==> config.mk <==
export PLATFORM = sky130hd
export DESIGN_NAME = com_seq
export DESIGN_NICKNAME = d
export VERILOG_FILES = /design/src/rtl/com_pkg.sv /design/src/rtl/com_chunk.sv /design/src/rtl/com_seq.sv
export SDC_FILE = /design/constraint.sdc
export NUM_CORES = 1
export LEC_CHECK = 0
export BUFFER_PORTS_ARGS = -buffer_cell sky130_fd_sc_hd__buf_2
export CORE_ASPECT_RATIO = 1.2
export CORE_MARGIN = 1.5
export CORE_UTILIZATION = 50
export CTS_BUF_LIST = sky130_fd_sc_hd__clkbuf_4
export CTS_CLUSTER_SIZE = 28
export DETAILED_ROUTE_END_ITERATION = 10
export PLACE_DENSITY = 0.89
export SKIP_LAST_GASP = 1
export SLEW_MARGIN = 20
export SYNTH_ARGS = -nofsm -noshare
export SYNTH_HDL_FRONTEND = slang
export SYNTH_SLANG_ARGS = --single-unit
==> constraint.sdc <==
create_clock -name clk -period 2.7 [get_ports clk]
set_clock_uncertainty 0.15 [all_clocks]
set_input_delay 0.54 -clock clk [delete_from_list [all_inputs] [get_ports clk]]
set_output_delay 0.54 -clock clk [all_outputs]
set_load 0.02 [all_outputs]
==> src/rtl/com_pkg.sv <==
// rtl/com_pkg.sv - shared types and helpers for the chunked branch comparator
package com_pkg;

  typedef enum logic [2:0] {
    OP_EQ  = 3'b000,
    OP_NE  = 3'b001,
    OP_LT  = 3'b100,
    OP_GE  = 3'b101,
    OP_LTU = 3'b110,
    OP_GEU = 3'b111
  } com_op_e;

  typedef enum logic [1:0] {
    IDLE = 2'd0,
    CMP  = 2'd1,
    DONE = 2'd2
  } com_state_e;

  function automatic logic com_is_signed(logic [2:0] op);
    return (op == OP_LT) || (op == OP_GE);
  endfunction

  // Codes 010/011 are reserved and always resolve to 0.
  function automatic logic com_result(logic [2:0] op, logic eq, logic lt);
    case (op)
      OP_EQ:          return eq;
      OP_NE:          return !eq;
      OP_LT, OP_LTU:  return lt;
      OP_GE, OP_GEU:  return !lt;
      default:        return 1'b0;
    endcase
  endfunction

endpackage

==> src/rtl/com_chunk.sv <==
// rtl/com_chunk.sv - unsigned equal/less-than compare of one CHUNK-bit slice
module com_chunk #(
  parameter int CHUNK = 8
) (
  input  logic [CHUNK-1:0] a,
  input  logic [CHUNK-1:0] b,
  output logic             eq,
  output logic             lt
);

  assign eq = (a == b);
  assign lt = (a < b);

endmodule

==> src/rtl/com_seq.sv <==
// rtl/com_seq.sv - multi-cycle MSB-first chunked branch comparator
module com_seq
  import com_pkg::*;
#(
  parameter int WIDTH      = 32,
  parameter int CHUNK      = 8,
  parameter bit EARLY_EXIT = 1'b1
) (
  input  logic             clk,
  input  logic             reset,
  input  logic             flush,
  input  logic             in_valid,
  output logic             in_ready,
  input  logic [2:0]       op,
  input  logic [WIDTH-1:0] lhs,
  input  logic [WIDTH-1:0] rhs,
  output logic             out_valid,
  input  logic             out_ready,
  output logic             res
);

  localparam int NCHUNK = (WIDTH + CHUNK - 1) / CHUNK;
  localparam int PW     = NCHUNK * CHUNK;
  localparam int IW     = (NCHUNK > 1) ? $clog2(NCHUNK) : 1;
  localparam logic [IW-1:0] IDX_TOP = IW'(NCHUNK - 1);

  com_state_e       state_q, state_d;
  logic [2:0]       op_q, op_d;
  logic [PW-1:0]    lhs_q, lhs_d, rhs_q, rhs_d;
  logic [PW-1:0]    lhs_ext, rhs_ext;
  logic [IW-1:0]    idx_q, idx_d;
  logic             eq_q, eq_d, lt_q, lt_d;
  logic [CHUNK-1:0] a_chunk, b_chunk;
  logic             chunk_eq, chunk_lt;
  logic             accept, diff_now, last_chunk;

  // Pad to PW bits; signed ops flip the top bit so an unsigned compare orders them.
  always_comb begin
    lhs_ext = '0;
    rhs_ext = '0;
    lhs_ext[WIDTH-1:0] = lhs;
    rhs_ext[WIDTH-1:0] = rhs;
    if (com_is_signed(op)) begin
      for (int i = WIDTH; i < PW; i++) begin
        lhs_ext[i] = lhs[WIDTH-1];
        rhs_ext[i] = rhs[WIDTH-1];
      end
      lhs_ext[PW-1] = ~lhs_ext[PW-1];
      rhs_ext[PW-1] = ~rhs_ext[PW-1];
    end
  end

  assign a_chunk = lhs_q[idx_q*CHUNK +: CHUNK];
  assign b_chunk = rhs_q[idx_q*CHUNK +: CHUNK];

  com_chunk #(
    .CHUNK (CHUNK)
  ) u_chunk (
    .a  (a_chunk),
    .b  (b_chunk),
    .eq (chunk_eq),
    .lt (chunk_lt)
  );

  assign in_ready   = !reset && !flush &&
                      ((state_q == IDLE) || ((state_q == DONE) && out_ready));
  assign accept     = in_valid && in_ready;
  assign diff_now   = eq_q && !chunk_eq;
  assign last_chunk = (idx_q == '0);

  always_comb begin
    state_d = state_q;
    op_d    = op_q;
    lhs_d   = lhs_q;
    rhs_d   = rhs_q;
    idx_d   = idx_q;
    eq_d    = eq_q;
    lt_d    = lt_q;
    case (state_q)
      IDLE: ;
      CMP: begin
        // Once a difference is latched the accumulators stay frozen.
        if (diff_now) begin
          eq_d = 1'b0;
          lt_d = chunk_lt;
        end
        if (last_chunk || (EARLY_EXIT && diff_now)) begin
          state_d = DONE;
        end else begin
          idx_d = idx_q - IW'(1);
        end
      end
      DONE: begin
        if (out_ready) begin
          state_d = IDLE;
        end
      end
      default: state_d = IDLE;
    endcase
    // A request taken in DONE chains straight into CMP with no bubble.
    if (accept) begin
      state_d = CMP;
      op_d    = op;
      lhs_d   = lhs_ext;
      rhs_d   = rhs_ext;
      idx_d   = IDX_TOP;
      eq_d    = 1'b1;
      lt_d    = 1'b0;
    end
    if (flush) begin
      state_d = IDLE;
    end
  end

  always_ff @(posedge clk) begin
    if (reset) begin
      state_q <= IDLE;
      op_q    <= '0;
      lhs_q   <= '0;
      rhs_q   <= '0;
      idx_q   <= '0;
      eq_q    <= 1'b0;
      lt_q    <= 1'b0;
    end else begin
      state_q <= state_d;
      op_q    <= op_d;
      lhs_q   <= lhs_d;
      rhs_q   <= rhs_d;
      idx_q   <= idx_d;
      eq_q    <= eq_d;
      lt_q    <= lt_d;
    end
  end

  assign out_valid = (state_q == DONE);
  assign res       = (state_q == DONE) && com_result(op_q, eq_q, lt_q);

  a_no_valid_in_idle: assert property (@(posedge clk) disable iff (reset)
    (state_q == IDLE) |-> !out_valid);

  a_res_stable: assert property (@(posedge clk) disable iff (reset || flush)
    (out_valid && !out_ready) |=> (out_valid && $stable(res)));

endmodule

# Word-level counts from Yosys, hierarchy flattened

Cells that the tools add are included.

Word-level logic and storage cells: 73
Input bits: 72
Memory bits (read-only): 0
Bits in latches: 0
Output and inout bits: 3
Memories: 0
Bits in writable memories: 0
Flip-flop bits (word level): 73

Shift-type cells: 2
Eq/ne operators: 16
Reduce and logical (&&, ||, !) cells: 29
$mul: 0
Divide/modulo/power cells: 0
$lt $le $gt $ge: 1
$add $sub $neg: 1
Bitwise operators: 3
Muxes and demuxes: 13

Operators by type and width:

| kind                 | number |
|---|---|
| $shiftx A32 B6 Y8    | 2 |
| $eq A3 B3 Y1 const B | 6 |
| $mux W2              | 5 |
| $eq A8 B8 Y1         | 1 |
| $lt A8 B8 Y1         | 1 |
| $reduce_or A2 Y1     | 4 |
| $logic_and A1 B1 Y1  | 6 |
| $mux W1              | 6 |
| $ne A2 B2 Y1 const B | 3 |
| $pmux W2 S3          | 1 |
| $reduce_and A2 Y1    | 3 |
| $reduce_and A3 Y1    | 2 |
| $logic_not A1 Y1     | 5 |
| $logic_not A2 Y1     | 2 |
| $pmux W1 S4          | 1 |
| $reduce_bool A2 Y1   | 2 |
| $eq A3 B1 Y1 const B | 1 |
| $logic_not A3 Y1     | 1 |
| $logic_or A1 B1 Y1   | 3 |
| $ne A3 B1 Y1 const B | 1 |
| $ne A3 B3 Y1 const B | 1 |
| $not A1 Y1           | 3 |
| $reduce_or A3 Y1     | 1 |
| $eq A2 B1 Y1 const B | 1 |
| other kinds (3)      | 3 |

# Logic depth before layout (Yosys ltp)

Depth in word-level cells: 8
Depth in mapped cells: 10
Depth with buffers taken out: 8

# By module

From an unflattened synthesis, not the netlist that was laid out.

Cell total of the unflattened synthesis: 392
Area, all modules: 3508.4 µm²

Modules (own cells, without submodules):

| module    | sequential area each (µm²) | cells an instance | times used | area each (µm²) |
|---|---|---|---|---|
| com_seq   | 1461.4                     | 365               | 1          | 3294.4 |
| com_chunk | 0.0                        | 27                | 1          | 214.0 |

# Worst setup path after synthesis

OpenSTA, ideal clock, no wires.

Path kind: register to register
Start: register idx_q[0]
End: register lt_q
Stages on the path, launching flop included: 10
Setup slack: -41 ps
Buffers on the path: 2
Setup time: 86 ps
Required time: 2464 ps
Data arrival time: 2506 ps
Period minus slack after synthesis: 2741 ps
Path through: dfxtp_1 > buf_4 > buf_2 > mux4_2 > ha_1 > nand4_1 > o21ai_1 > nand2b_1 > or3_1 > a211oi_1

Word-level cells in the longest chain between the ends: 5
Elaborated cells on any way between the ends: 7
Classes of those cells: order compare: 1; eq/ne: 1; shift: 2; reduce/logical: 3

Ends and longest elaborated chain:

| what                                                                 | RTL line       | text |
|---|---|---|
| start, declared                                                      | com_seq.sv:31  | `logic [IW-1:0] idx_q, idx_d;` |
| start signal, assigned                                               | com_seq.sv:129 | `idx_q <= idx_d;` |
| parallel branches: the longest is 5 deep, another holds $lt A8 B8 Y1 | --             |  |
| end signal, assigned                                                 | com_seq.sv:131 | `lt_q <= lt_d;` |
| end, declared                                                        | com_seq.sv:32  | `logic eq_q, eq_d, lt_q, lt_d;` |

Several ways; the timed one is not identified.
A chain may end at the register's enable or synchronous reset.

# Worst setup path in the final report

Start: register idx_q[0]
End: register idx_q[1]

Word-level cells in the longest chain between the ends: 7
Elaborated cells on any way between the ends: 13
Classes of those cells: add/sub: 1; eq/ne: 2; shift: 2; mux: 3; reduce/logical: 5

Ends and longest elaborated chain:

| what                                 | RTL line                     | text |
|---|---|---|
| $shiftx A32 B6 Y8 (on tied branches) | com_seq.sv:53, com_seq.sv:54 |  |
| $eq A8 B8 Y1                         | com_chunk.sv:11              | `assign eq = (a == b);` |
| $logic_not A1 Y1                     | com_seq.sv:68                | `assign diff_now = eq_q && !chunk_eq;` |
| $logic_and A1 B1 Y1                  | com_seq.sv:68                |  |
| $logic_or A1 B1 Y1                   | com_seq.sv:87                | `if (last_chunk \|\| (EARLY_EXIT && diff_now)) begin` |
| $ne A2 B2 Y1 (no source line)        | --                           |  |
| $reduce_and A2 Y1 (no source line)   | --                           |  |

Several ways; a longest one is shown, not always the timed one. The select of a mux whose other input is x is not followed.

==> flow_summary.json <==
{
  "worstHoldStart": "rhs[12]",
  "crit_arrival_ns": 2.93,
  "io_pins": 75,
  "timing.hold.ws_ns": 0.164,
  "antenna_found_initial": 0,
  "hold_violations": 0,
  "post_cts_resized": 0,
  "grt_pass1_wl_mm": 12.4,
  "grt_usage": 0.229,
  "drtAntennaViolNets": 0,
  "port-buffer-count": 74,
  "clkPwrFrac": 0.384,
  "critPathMaxStageDelay_ns": 0.52,
  "cp-end-kind": "flop",
  "period_share": 1.00,
  "cp_slowest_cell": "mux4_2",
  "fmax_mhz": 370,
  "die_area_um2": 7040,
  "firstDrtPassIters": 4,
  "synth_cells": 375,
  "ys.flop_type": "dfxtp_1",
  "drive_gt1_frac": 0.281,
  "die-height_um": 91.6,
  "drv_slew": 0,
  "p_total_w": 0.00226,
  "post-route-min-period_ns": 2.70,
  "relSlewSlack": 0.515,
  "pwr-share-seq": 0.503,
  "diodes": 0,
  "cp_max_fo": 9,
  "fillers": 507,
  "vias": 2858,
  "worst_pin_slew_ns": 0.728,
  "ys_types": 35,
  "drt_iter0_markers": 241,
  "clockBufferDepth": 2,
  "combPwrFrac": 0.113,
  "synth-edff-count": 0,
  "reg2reg_from": "idx_q[0]$_SDFFE_PP0P_",
  "dp_hpwl_mm": 5.57,
  "fin_util": 0.613,
  "r2r_slack_ns": -0.0003,
  "tns_ns": -0.000321,
  "yosysSeqAreaShare": 0.447,
  "drc": 0,
  "clk_pin_slew_worst_paths_ns": 0.13,
  "grt_pass1_vias": 2640,
  "grt_max_degree": 74,
  "worst_slack_ns": -0.000321,
  "hp-class": "input port to flop",
  "cts_root_buf": "clkbuf_4",
  "gr-total-overflow": 0,
  "power_density_nw_per_um2": 580,
  "synthesis.nets": 456,
  "start_kind": "flop",
  "p_int_w": 0.00170,
  "syn-cell-area_um2": 3270,
  "fin_nets": 521,
  "htree_num_levels": 3,
  "switching_share": 0.247,
  "netSwitchingPower_w": 0.000560,
  "cts_buffers": 9,
  "wl_per_cell_um": 15.2,
  "status": "finished, violations left",
  "syn_to_final_growth_pct": 19.3,
  "reg2regPathDepth": 8,
  "violations": "negative setup slack",
  "synthDominantCellAreaShare": 0.447,
  "gp_congestion": 0.926,
  "cp.required_ns": 2.93,
  "synth.most_common_cell": "nand2_1",
  "synth_area_per_cell_um2": 8.73,
  "initial_core_util": 0.514,
  "viasPerCell": 5.39,
  "cts_sinks": 73,
  "core_area_um2": 6370,
  "path_cells": "buf_12 > mux4_2 > ha_1 > nand4_1 > o21ai_1 > nand3_2 > mux2_2 > a21oi_1",
  "yosysTopAreaCell": "dfxtp_1",
  "postCtsHoldBufs": 0,
  "crit_type": "flop to flop",
  "cts_tree": "built",
  "routed_wl_mm": 8.04,
  "synthArstFlopShare": 0,
  "synth.ff_latch_count": 73,
  "insertion_delay_ns": 0.44,
  "leakage_nw": 1.47,
  "post-place-ws_ns": 0.0570,
  "reg2reg_to": "idx_q[1]$_SDFFE_PP0P_",
  "ir_drop_uv": 325,
  "yosys_warnings": 0,
  "synthTopCellsByCount": "nand2_1, a21oi_1, dfxtp_1",
  "num_rows": 32,
  "synthTopCellsByArea": "dfxtp_1, nand2_1, a21oi_1",
  "max_cap_violations": 0,
  "post_cts_buffers": 0,
  "worst_hold_path.endpoint": "rhs_q[12]$_SDFFE_PP0P_",
  "die_w_um": 76.8,
  "holdPathStages": 3,
  "setup_viol": 1
}
-- placed cells by master, fill, tap and decap left out, drive strengths merged --
cell type,count
mux4,16
nor3,1
ha,9
o211ai,1
bufinv,3
nand4,2
mux2,1
dfxtp,73
nand2,133
clkinv,2
buf,80
a221o,1
inv,11
a21oi,73
nor2b,4
a211oi,4
nand3,1
mux2i,1
o311ai,1
nor2,4
clkinvlp,2
nor4,1
and2b,1
o21ai,2
xnor2,3
nand2b,2
and3,1
clkbuf,10
and2,1
or3,1
-- routing by layer --
layer / routed length [µm] / track usage / share of wire / up-vias
li1: - / - / - / 1389
met1: 2980 / 0.257 / 0.37 / 1320
met2: 4210 / 0.406 / 0.52 / 113
met3: 539 / 0.0468 / 0.067 / 36
met4: 301 / 0.119 / 0.037 / 0
met5: 0 / 0 / 0 / -
-- worst max path at each step --
stage,start,endpoint,slack [ns],cells after the start
final,idx_q[0]$_SDFFE_PP0P_,idx_q[1]$_SDFFE_PP0P_,-0.0003,8
after global placement,idx_q[0]$_SDFFE_PP0P_,lt_q$_SDFFE_PP0P_,0.16,8
after floorplan,idx_q[0]$_SDFFE_PP0P_,lt_q$_SDFFE_PP0P_,0.05,9
after detailed placement,idx_q[0]$_SDFFE_PP0P_,lt_q$_SDFFE_PP0P_,0.06,8
after global routing,idx_q[0]$_SDFFE_PP0P_,idx_q[1]$_SDFFE_PP0P_,-0.08,8
after CTS,idx_q[0]$_SDFFE_PP0P_,idx_q[1]$_SDFFE_PP0P_,0.006,8
-- sequential cells by signal, summed over array words and instances (netlist names) --
register,flops
eq_q,1
lhs_q,32
lt_q,1
rhs_q,32
state_q,2
op_q,3
idx_q,2
-- kinds of logic after synthesis --
| group | share of synthesized area |
|---|---|
| xor gates and xnor gates | 0.00803 |
| muxes | 0.117 |
| and+or+nand+nor | 0.192 |
| buffers and inverters | 0.0692 |
| adders and majority gates | 0.0344 |
| DFF | 0.447 |
| AOI/OAI and AO/OA | 0.133 |
-- through the flow --
step | area, µm² | std cells
after global routing | 3900 | 530
after floorplan | 3270 | 375
final | 3900 | 530
after detailed placement | 3650 | 513
after global placement | 3650 | 513
after CTS | 3840 | 529
-- power groups by stage --
stage | logic [W] | clock network, W | registers (W)
after floorplan | 0.000164 | 0 | 0.00115
after global placement | 0.000230 | 0 | 0.00116
final | 0.000255 | 0.000869 | 0.00114
after CTS | 0.000243 | 0.000872 | 0.00114
after global routing | 0.000284 | 0.000929 | 0.00114
after detailed placement | 0.000240 | 0 | 0.00116
-- critical path, delay by kind of cell (launching register included) --
kind / cells / cell delay, ns
adders and majority gates: 1 / 0.35
muxes: 2 / 0.84
AOI/OAI and AO/OA: 2 / 0.42
and+or+nand+nor: 2 / 0.32
buffers and inverters: 1 / 0.15
DFF: 1 / 0.41
-- area by class of cell --
| type | instances | area, µm² | share of cell area |
|---|---|---|---|
| clock inverters | 7 | 119 | 0.0305 |
| repair buffers | 81 | 478 | 0.122 |
| well taps | 85 | 106 | 0.0273 |
| flip-flops and latches | 73 | 1470 | 0.375 |
| inverters | 11 | 41.3 | 0.0106 |
| clock buffers | 9 | 67.6 | 0.0173 |
| multi-input cells | 264 | 1630 | 0.416 |
Power figures use the tool's default switching activity.
